File: src/rtl/sfx_pkg.sv
// Shared types and melody tables for the win/loss jingle sequencer.
// Half periods are counted in sample ticks; entry 0 is the first note played.
package sfx_pkg;

    typedef enum logic [1:0] {
        IDLE     = 2'd0,
        PLAY     = 2'd1,
        WAIT_RDY = 2'd2
    } state_t;

    typedef enum logic {
        MEL_VICTORY = 1'b0,
        MEL_DEFEAT  = 1'b1
    } melody_t;

    localparam int HP_W = 7;

    // C5 E5 G5 C6 and G4 E4 C4; the unused fourth defeat slot is never indexed
    localparam logic [3:0][HP_W-1:0] VIC_HP = {7'd23, 7'd31, 7'd36, 7'd46};
    localparam logic [3:0][HP_W-1:0] DEF_HP = {7'd92, 7'd92, 7'd73, 7'd61};

    localparam int VIC_NOTES = 4;
    localparam int DEF_NOTES = 3;

    function automatic logic [HP_W-1:0] half_period(input melody_t m, input logic [1:0] idx);
        return (m == MEL_VICTORY) ? VIC_HP[idx] : DEF_HP[idx];
    endfunction

    function automatic logic [1:0] last_note(input melody_t m);
        return (m == MEL_VICTORY) ? 2'(VIC_NOTES - 1) : 2'(DEF_NOTES - 1);
    endfunction

endpackage

File: src/rtl/sample_tick_gen.sv
// Free-running sample-rate divider: one-cycle tick at the terminal count.
module sample_tick_gen #(
    parameter int SAMPLE_DIV = 1042
) (
    input  logic CLOCK_50,
    input  logic reset_n,
    output logic tick
);

    localparam int CW = (SAMPLE_DIV > 1) ? $clog2(SAMPLE_DIV) : 1;
    localparam logic [CW-1:0] TERM = CW'(SAMPLE_DIV - 1);

    logic [CW-1:0] r_cnt;

    always_ff @(posedge CLOCK_50) begin
        if (!reset_n)
            r_cnt <= '0;
        else if (r_cnt == TERM)
            r_cnt <= '0;
        else
            r_cnt <= r_cnt + 1'b1;
    end

    assign tick = (r_cnt == TERM);

endmodule

File: src/rtl/game_sfx_gen.sv
// Win/loss jingle sequencer: square-wave notes written to the codec port,
// one sample per accepted tick, holding write until the codec takes it.
module game_sfx_gen
    import sfx_pkg::*;
#(
    parameter int                SAMPLE_DIV   = 1042,
    parameter int                DATA_W       = 24,
    parameter logic [DATA_W-1:0] AMPL         = DATA_W'(24'h100000),
    parameter int                NOTE_SAMPLES = 7200
) (
    input  logic              CLOCK_50,
    input  logic              reset_n,
    input  logic              victory,
    input  logic              done,
    input  logic              write_ready,
    output logic              write,
    output logic [DATA_W-1:0] writedata_left,
    output logic [DATA_W-1:0] writedata_right,
    output logic              busy
);

    localparam int NCW = (NOTE_SAMPLES > 1) ? $clog2(NOTE_SAMPLES) : 1;
    localparam logic [NCW-1:0]    NOTE_LAST = NCW'(NOTE_SAMPLES - 1);
    localparam logic [DATA_W-1:0] NEG_AMPL  = (~AMPL) + {{(DATA_W-1){1'b0}}, 1'b1};

    logic w_tick;

    sample_tick_gen #(.SAMPLE_DIV(SAMPLE_DIV)) u_tick (
        .CLOCK_50 (CLOCK_50),
        .reset_n  (reset_n),
        .tick     (w_tick)
    );

    // r_arm masks the first cycle after reset so a level held through reset
    // is not mistaken for a fresh win/loss.
    logic r_vic_q, r_done_q, r_arm;
    logic w_vic_rise, w_done_rise;

    always_ff @(posedge CLOCK_50) begin
        if (!reset_n) begin
            r_vic_q  <= 1'b0;
            r_done_q <= 1'b0;
            r_arm    <= 1'b0;
        end else begin
            r_vic_q  <= victory;
            r_done_q <= done;
            r_arm    <= 1'b1;
        end
    end

    assign w_vic_rise  = r_arm & victory & ~r_vic_q;
    assign w_done_rise = r_arm & done & ~r_done_q;

    state_t            r_state;
    melody_t           r_mel;
    logic [1:0]        r_note_idx;
    logic [NCW-1:0]    r_note_cnt;
    logic [HP_W-1:0]   r_half_cnt;
    logic              r_pol;
    logic              r_last;
    logic              r_write;
    logic              r_busy;
    logic [DATA_W-1:0] r_data;

    logic [HP_W-1:0] w_hp;
    logic            w_note_end;
    logic            w_half_end;
    logic            w_last_note;

    assign w_hp        = half_period(r_mel, r_note_idx);
    assign w_note_end  = (r_note_cnt == NOTE_LAST);
    assign w_half_end  = (r_half_cnt == w_hp - 7'd1);
    assign w_last_note = (r_note_idx == last_note(r_mel));

    always_ff @(posedge CLOCK_50) begin
        if (!reset_n) begin
            r_state    <= IDLE;
            r_mel      <= MEL_VICTORY;
            r_note_idx <= '0;
            r_note_cnt <= '0;
            r_half_cnt <= '0;
            r_pol      <= 1'b1;
            r_last     <= 1'b0;
            r_write    <= 1'b0;
            r_busy     <= 1'b0;
            r_data     <= '0;
        end else begin
            case (r_state)
                IDLE: begin
                    if (w_vic_rise || w_done_rise) begin
                        r_mel      <= w_vic_rise ? MEL_VICTORY : MEL_DEFEAT;
                        r_note_idx <= '0;
                        r_note_cnt <= '0;
                        r_half_cnt <= '0;
                        r_pol      <= 1'b1;
                        r_last     <= 1'b0;
                        r_busy     <= 1'b1;
                        r_state    <= PLAY;
                    end
                end
                PLAY: begin
                    if (w_tick) begin
                        r_data  <= r_pol ? AMPL : NEG_AMPL;
                        r_write <= 1'b1;
                        r_state <= WAIT_RDY;
                        if (w_note_end) begin
                            r_note_idx <= r_note_idx + 1'b1;
                            r_note_cnt <= '0;
                            r_half_cnt <= '0;
                            r_pol      <= 1'b1;
                            r_last     <= w_last_note;
                        end else begin
                            r_note_cnt <= r_note_cnt + 1'b1;
                            if (w_half_end) begin
                                r_pol      <= ~r_pol;
                                r_half_cnt <= '0;
                            end else begin
                                r_half_cnt <= r_half_cnt + 1'b1;
                            end
                        end
                    end
                end
                WAIT_RDY: begin
                    // Ticks seen here are dropped; only one sample is ever in flight.
                    if (write_ready) begin
                        r_write <= 1'b0;
                        if (r_last) begin
                            r_busy  <= 1'b0;
                            r_state <= IDLE;
                        end else begin
                            r_state <= PLAY;
                        end
                    end
                end
                default: r_state <= IDLE;
            endcase
        end
    end

    assign write           = r_write;
    assign writedata_left  = r_data;
    assign writedata_right = r_data;
    assign busy            = r_busy;

endmodule
File: config.mk
export PLATFORM = sky130hd
export DESIGN_NAME = game_sfx_gen
export DESIGN_NICKNAME = d
export VERILOG_FILES = /design/src/rtl/sfx_pkg.sv /design/src/rtl/sample_tick_gen.sv /design/src/rtl/game_sfx_gen.sv
export SDC_FILE = /design/constraint.sdc
export NUM_CORES = 1
export LEC_CHECK = 0
export ABC_AREA = 1
export CAP_MARGIN = 15
export CORE_MARGIN = 4
export CORE_UTILIZATION = 54
export CTS_BUF_LIST = sky130_fd_sc_hd__clkbuf_8
export CTS_CLUSTER_DIAMETER = 30
export DETAILED_ROUTE_END_ITERATION = 8
export PLACE_DENSITY = 0.83
export SYNTH_ARGS = -nofsm -noshare
export SYNTH_HDL_FRONTEND = slang
export SYNTH_HIERARCHICAL = 1
export SYNTH_SLANG_ARGS = --single-unit
File: constraint.sdc
create_clock -name CLOCK_50 -period 2.3 [get_ports CLOCK_50]
set_input_delay 0.345 -clock CLOCK_50 [delete_from_list [all_inputs] [get_ports CLOCK_50]]
set_output_delay 0.345 -clock CLOCK_50 [all_outputs]
set_load 0.1 [all_outputs]
==> flow_metrics.tcl, run 1 <==
set metrics [dict create \
    final_core_util 0.588 \
    cts_tree "done" \
    hp-start "write" \
    cp_data_required_time_ns 2.49 \
    start_util 0.573 \
    port_buffers 14 \
    synthXorXnorAreaFrac 0.0376 \
    timing_worst_setup_path_type "reg2reg" \
    critPathLaunchType "flop" \
    ios 55 \
    wl_per_cell_um 10.4 \
    ys_warn_count 6 \
    critPathTopFamily "simple AND/OR/NAND/NOR gates" \
    crit_fanout 7 \
    finalSetupTns_ns 0 \
    n_antenna_cell 0 \
    clock_path_buffers 2 \
    synthSimpleGateAreaFrac 0.329 \
    ys_types 35 \
    cp-end-kind "flop" \
    drive_gt1_frac 0.130 \
    holdPathEnd "write" \
    stdcell_area_mm2 0.00287 \
    cts.repair.resized 0 \
    grt_start_max_net_pins 17 \
    h-tree-depth 2 \
    whs_ns 0.470 \
    netlist_area_mm2 0.00280 \
    grt_overflow 0 \
    die_y_um 80.0 \
    arrival_ns 2.21 \
    clkTransAtPathRegs_ns 0.09 \
    power_density_mw_per_mm2 658 \
    reg2reg_from "r_note_idx[1]" \
    dp_hpwl_um 3830 \
    postCtsHoldBufs 0 \
    nFillCells 459 \
    drv_slew 0 \
    hold_violations 0 \
    remaining_drc_errors 0 \
    track_usage 0.170 \
    crit_slowest_cell "dfxtp_1" \
    synth_fa_ha_area_frac 0.0358 \
    ant_nets 0 \
    worst_path_most_repeated_cell "nand2_1" \
    layout_min_cycle_time_ns 2.02 \
    die_area_mm2 0.00639 \
    ys_seq_area_frac 0.322 \
    placed_area_mm2 0.00277 \
    firstDrtPassIters 4 \
    stdcell_count 468 \
    clk_latency_ns 0.30 \
    ys_ff_latch 45 \
    avgSynthCellArea_um2 7.19 \
    outcome "complete, no violations" \
    fmax_mhz 495 \
    clock_tree.root_cell "clkbuf_8" \
    cp_num_buf_inv 2 \
    hold_path.class "reg2reg" \
    nNetsFinal 413 \
    synth.area.mux_share 0 \
    synth_top_family_by_area "simple AND/OR/NAND/NOR gates" \
    gp_congestion 0.827 \
    max_stage_delay_ns 0.43 \
    grt_pass1_vias 2103 \
    viasPerCell 4.79 \
    synthCells 389 \
    ff2ff_path_depth 12 \
    ir_drop_uv 283 \
    postCtsSetupRepairBufs 0 \
    core_area_mm2 0.00488 \
    die_w_um 80.0 \
    rows 25 \
    maxCapViolations 0 \
    worstReg2RegEnd "r_half_cnt[5]" \
    rsz0062_at_grt "false" \
    grt_first_pass_wirelength_um 8800 \
    vias 2241 \
    hold_depth 2 \
    path_cells "inv_2 > ha_1 > inv_1 > nand2_1 > ha_1 > xnor2_1 > nor2_1 > nand2_1 > nor2_1 > nand2_1 > nand3_1 > a21oi_1" \
    setup_viol 0 \
    wl_um 4880 \
    drtIter0Drc 136 \
    synth_compound_area_frac 0.0743 \
    fin_crit_sh 0.878 \
    placed_cells 460 \
    cellLeakagePower_nw 1.22 \
    finClkSkew_ns 0.00940 \
    syn2layout_area_growth_pct 2.60 \
    cts_buffers 5 \
    antenna_found_initial 0 \
    r2r_setup_slack_ns 0.28 \
    cts.sinks 45 \
]
[logic make-up after synthesis]
family,after synthesis
simple gates,192
flops,45
fa+ha+maj,8
compound gates,36
buf+inv,95
xor+xnor,12
other cells,1
[layout by cell type, fill, tap and decap left out]
cell type / n
inv_6: 1
o2111ai_1: 1
a21oi_2: 2
nand3_2: 5
nor3_1: 8
xnor2_1: 6
o21ai_1: 4
nand2_4: 4
nand4_1: 2
nor2_2: 3
a31oi_1: 2
nand3_1: 27
o21ai_0: 3
buf_4: 11
a21oi_1: 22
nand2_8: 1
dfxtp_1: 45
ha_1: 8
clkbuf_8: 6
nor3_2: 4
nor3b_2: 1
inv_4: 1
clkdlybuf4s50_1: 4
nand2_1: 78
o21ai_4: 1
inv_2: 4
clkinv_4: 2
inv_1: 39
conb_1: 40
nand2_2: 3
nor2_4: 1
xor2_1: 6
nand3_4: 1
o21a_1: 1
nor2_1: 53
or2_4: 1
[where the power goes]
group          total [mW]  switching, mW  internal (mW)
logic               0.532          0.445         0.0873
clock network       0.529          0.279          0.249
registers           0.827         0.0276          0.800
total                1.89          0.752           1.14
[cell type report]
cell class                 instances  area (um2)  share of cell area
multi-input combinational        288        1490               0.518
sequential                        45         901               0.314
inverter                          45         176              0.0615
timing repair buffer              15         123              0.0427
tap                               67        83.8              0.0292
clock buffer                       6        82.6              0.0288
clock inverter                     2        17.5             0.00611
[worst min-delay path: stages (launching register included)]
cell	delay [ns]
dfxtp_1	0.32
nand2_1	0.06
a21oi_1	0.05
[metal layers]
| metal | GRT usage | vias to the layer above | routed length [um] |
|---|---|---|---|
| met2 | 0.303 | 63 | 2340 |
| met3 | 0.0372 | 5 | 308 |
| met4 | 0.0405 | 0 | 47 |
| met5 | 0 | - | 0 |
| met1 | 0.205 | 1008 | 2190 |
| li1 | - | 1165 | - |
[cells in the mapped netlist (all sizes together)]
library cell | count | area share
o2111ai | 1 | 0.0031
clkinv | 1 | 0.0031
a31oi | 2 | 0.0045
buf | 49 | 0.14
nand4 | 2 | 0.0045
o21ai | 8 | 0.018
or2 | 1 | 0.0031
clkbuf | 1 | 0.0013
o21a | 1 | 0.0027
nor3b | 1 | 0.0045
conb | 1 | 0.0013
a21oi | 24 | 0.046
xnor2 | 6 | 0.019
dfxtp | 45 | 0.32
nor3 | 12 | 0.029
inv | 44 | 0.060
nand2 | 86 | 0.13
nor2 | 57 | 0.081
xor2 | 6 | 0.019
ha | 8 | 0.036
nand3 | 33 | 0.072
[state kept, by name, indices dropped and copies added (netlist names)]
register	flops
r_half_cnt	7
r_vic_q	1
r_note_idx	2
u_tick/r_cnt	11
writedata_left	2
r_last	1
r_arm	1
r_mel	1
r_done_q	1
r_state	2
busy	1
r_pol	1
write	1
r_note_cnt	13
[per-stage QoR]
step	power, mW	setup slack [ns]
after floorplan	1.39	0.465
after global placement	1.37	0.359
after detailed placement	1.38	0.234
after CTS	1.91	0.183
after global routing	1.99	0.0450
final	1.89	0.280
[worst max-delay path by stage]
stage,from,to,slack (ns),depth (start not counted)
2_1_floorplan,r_note_idx[1],r_half_cnt[3],0.47,12
3_3_place_gp,u_tick/r_cnt[0],r_note_cnt[11],0.36,9
3_5_place_dp,u_tick/r_cnt[0],r_note_cnt[11],0.23,9
4_1_cts,u_tick/r_cnt[0],r_note_cnt[11],0.18,9
5_1_grt,u_tick/r_cnt[0],r_note_cnt[11],0.05,9
6_report,r_note_idx[1],r_half_cnt[5],0.28,12
(Power assumes the default switching activity.)
==> run 2, diff against run 1 <==
--- a/config.mk
+++ b/config.mk
@@ -7,12 +7,14 @@
 export LEC_CHECK = 0
 export ABC_AREA = 1
 export CAP_MARGIN = 15
+export CELL_PAD_IN_SITES_DETAIL_PLACEMENT = 0
+export CELL_PAD_IN_SITES_GLOBAL_PLACEMENT = 1
 export CORE_MARGIN = 4
-export CORE_UTILIZATION = 54
+export CORE_UTILIZATION = 38
 export CTS_BUF_LIST = sky130_fd_sc_hd__clkbuf_8
 export CTS_CLUSTER_DIAMETER = 30
 export DETAILED_ROUTE_END_ITERATION = 8
-export PLACE_DENSITY = 0.83
+export PLACE_DENSITY_LB_ADDON = 0.1
 export SYNTH_ARGS = -nofsm -noshare
 export SYNTH_HDL_FRONTEND = slang
 export SYNTH_HIERARCHICAL = 1
==> run 2 against run 1 <==
Effect of this change:
- register-to-register slack better by 0.05 ns
- total power is 11% higher
- sequential cell count did not move
- clock skew is 0.0024 ns lower
- maximum frequency increased by 2.4%
- highest routed layer unchanged
==> flow_metrics.tcl, run 2 (synthesized netlist as in run 1, its figures left out) <==
set metrics [dict create \
    outcome "complete, no violations" \
    cts_buffers 5 \
    ant_nets 0 \
    layout_min_cycle_time_ns 1.97 \
    cp-end-kind "flop" \
    drtIter0Drc 60 \
    critPathLaunchType "flop" \
    core_area_mm2 0.00721 \
    postCtsSetupRepairBufs 0 \
    r2r_setup_slack_ns 0.33 \
    crit_slowest_cell "dfxtp_1" \
    track_usage 0.134 \
    final_cell_mix "nand2_1 (78), nor2_1 (53), dfxtp_1 (45), conb_1 (40), inv_1 (39)" \
    setup_ws_ns 0.327 \
    antenna_found_initial 0 \
    stdcell_count 504 \
    die_y_um 93.8 \
    cp_data_required_time_ns 2.49 \
    reg_top3 "r_note_cnt (13), u_tick/r_cnt (11), r_half_cnt (7)" \
    die_area_mm2 0.00880 \
    crit_path_start "u_tick/r_cnt[0]" \
    setup_viol 0 \
    crit_cells 9 \
    path_cells "ha_1 > nand4_1 > nor2_4 > or2_4 > nand3_4 > nor2_1 > nand3_1 > o21ai_1 > nor2_1" \
    pwr-share-seq 0.394 \
    dp_hpwl_um 4170 \
    wl_um 5380 \
    timing_worst_setup_path_type "reg2reg" \
    place_ws_ns 0.210 \
    rows 31 \
    ir_drop_uv 300 \
    ios 55 \
    arrival_ns 2.17 \
    hold_violations 0 \
    final_core_util 0.413 \
    p_switching_mw 0.769 \
    clock_tree.root_cell "clkbuf_8" \
    die_w_um 93.8 \
    fmax_mhz 507 \
    reg2reg_from "u_tick/r_cnt[0]" \
    placed_cells 496 \
    layout_commonest_cell "nand2_1" \
    grt_pass1_vias 2031 \
    crit_end "r_note_cnt[11]" \
    largest_reg_flops 13 \
    fin_crit_sh 0.858 \
    cts_tree "done" \
    syn2layout_area_growth_pct 6.49 \
    cp_num_buf_inv 0 \
    grt_first_pass_wirelength_um 9460 \
    rsz0062_at_grt "false" \
    remaining_drc_errors 0 \
    grt_start_max_net_pins 15 \
    crit_fanout 13 \
    drive_gt1_frac 0.138 \
    p_clk_frac 0.344 \
    grt_overflow 0 \
    p_int_mw 1.33 \
    ff2ff_path_depth 9 \
    max_stage_delay_ns 0.41 \
    finalSetupTns_ns 0 \
    hold_path.class "reg2reg" \
    clkTransAtPathRegs_ns 0.09 \
    vias 2175 \
    wl_per_cell_um 10.7 \
    finClkSkew_ns 0.00703 \
    firstDrtPassIters 4 \
    power_density_mw_per_mm2 704 \
    nNetsFinal 417 \
    cellLeakagePower_nw 1.26 \
    cts.sinks 45 \
    clock_path_buffers 2 \
    maxCapViolations 0 \
    h-tree-depth 2 \
    viasPerCell 4.32 \
    worst_path_most_repeated_cell "nor2_1" \
    worstReg2RegEnd "r_note_cnt[11]" \
    clk_latency_ns 0.30 \
    start_util 0.388 \
    n_antenna_cell 0 \
    critPathTopFamily "simple AND/OR/NAND/NOR gates" \
    p_sw_frac 0.367 \
    port_buffers 14 \
    gp_congestion 0.754 \
    comb_power_share 0.262 \
    drv_slew 0 \
    regMostFlops "r_note_cnt" \
]
[run 2: per-stage QoR]
| step | instance area [um2] | power [mW] | hold WS, ns |
|---|---|---|---|
| after floorplan | 2940 | 1.39 | 0.373 |
| after global placement | 2840 | 1.40 | 0.460 |
| after detailed placement | 2840 | 1.39 | 0.466 |
| after CTS | 2970 | 2.12 | 0.482 |
| after global routing | 2980 | 2.20 | 0.507 |
| final | 2980 | 2.10 | 0.471 |
[run 2: worst min-delay path: stages, from the launching register on]
cell and delay (ns):
dfxtp_1 0.32, nand2_1 0.06, a21oi_1 0.05
[run 2: how the worst min path moves through the flow]
stage / from / end / slack, ns / depth (start not counted)
3_5_place_dp: writedata_left[20] / writedata_left[20] / 0.47 / 2
4_1_cts: write / write / 0.48 / 2
3_3_place_gp: u_tick/r_cnt[0] / u_tick/r_cnt[0] / 0.46 / 1
6_report: write / write / 0.47 / 2
2_1_floorplan: reset_n / r_arm / 0.37 / 0
5_1_grt: write / write / 0.51 / 2
[run 2: cell type report]
class                   instances  area (um2)
fillers                       791        4240
well taps                      99         124
inverters                      45         176
repair buffers                 19         153
multi-input cells             288        1490
clock inverters                 3        65.1
flip-flops and latches         45         901
clock buffers                   5        68.8
[run 2: power groups by stage]
stage	Sequential (mW)	Combinational, mW	Clock, mW
6_report	0.825	0.549	0.721
5_1_grt	0.831	0.594	0.774
4_1_cts	0.825	0.552	0.747
3_5_place_dp	0.843	0.551	0
3_3_place_gp	0.843	0.553	0
2_1_floorplan	0.849	0.540	0
[run 2: metal layers]
metal	track usage	part of all wire
met1	0.187	0.53
met2	0.206	0.41
met3	0.0304	0.049
met4	0.0397	0.013
met5	0	0
[run 2: repair_timing]
action,in CTS,in global routing
endpoints found under the setup margin,0,2
resized for setup,0,2
hold buffers,0,0
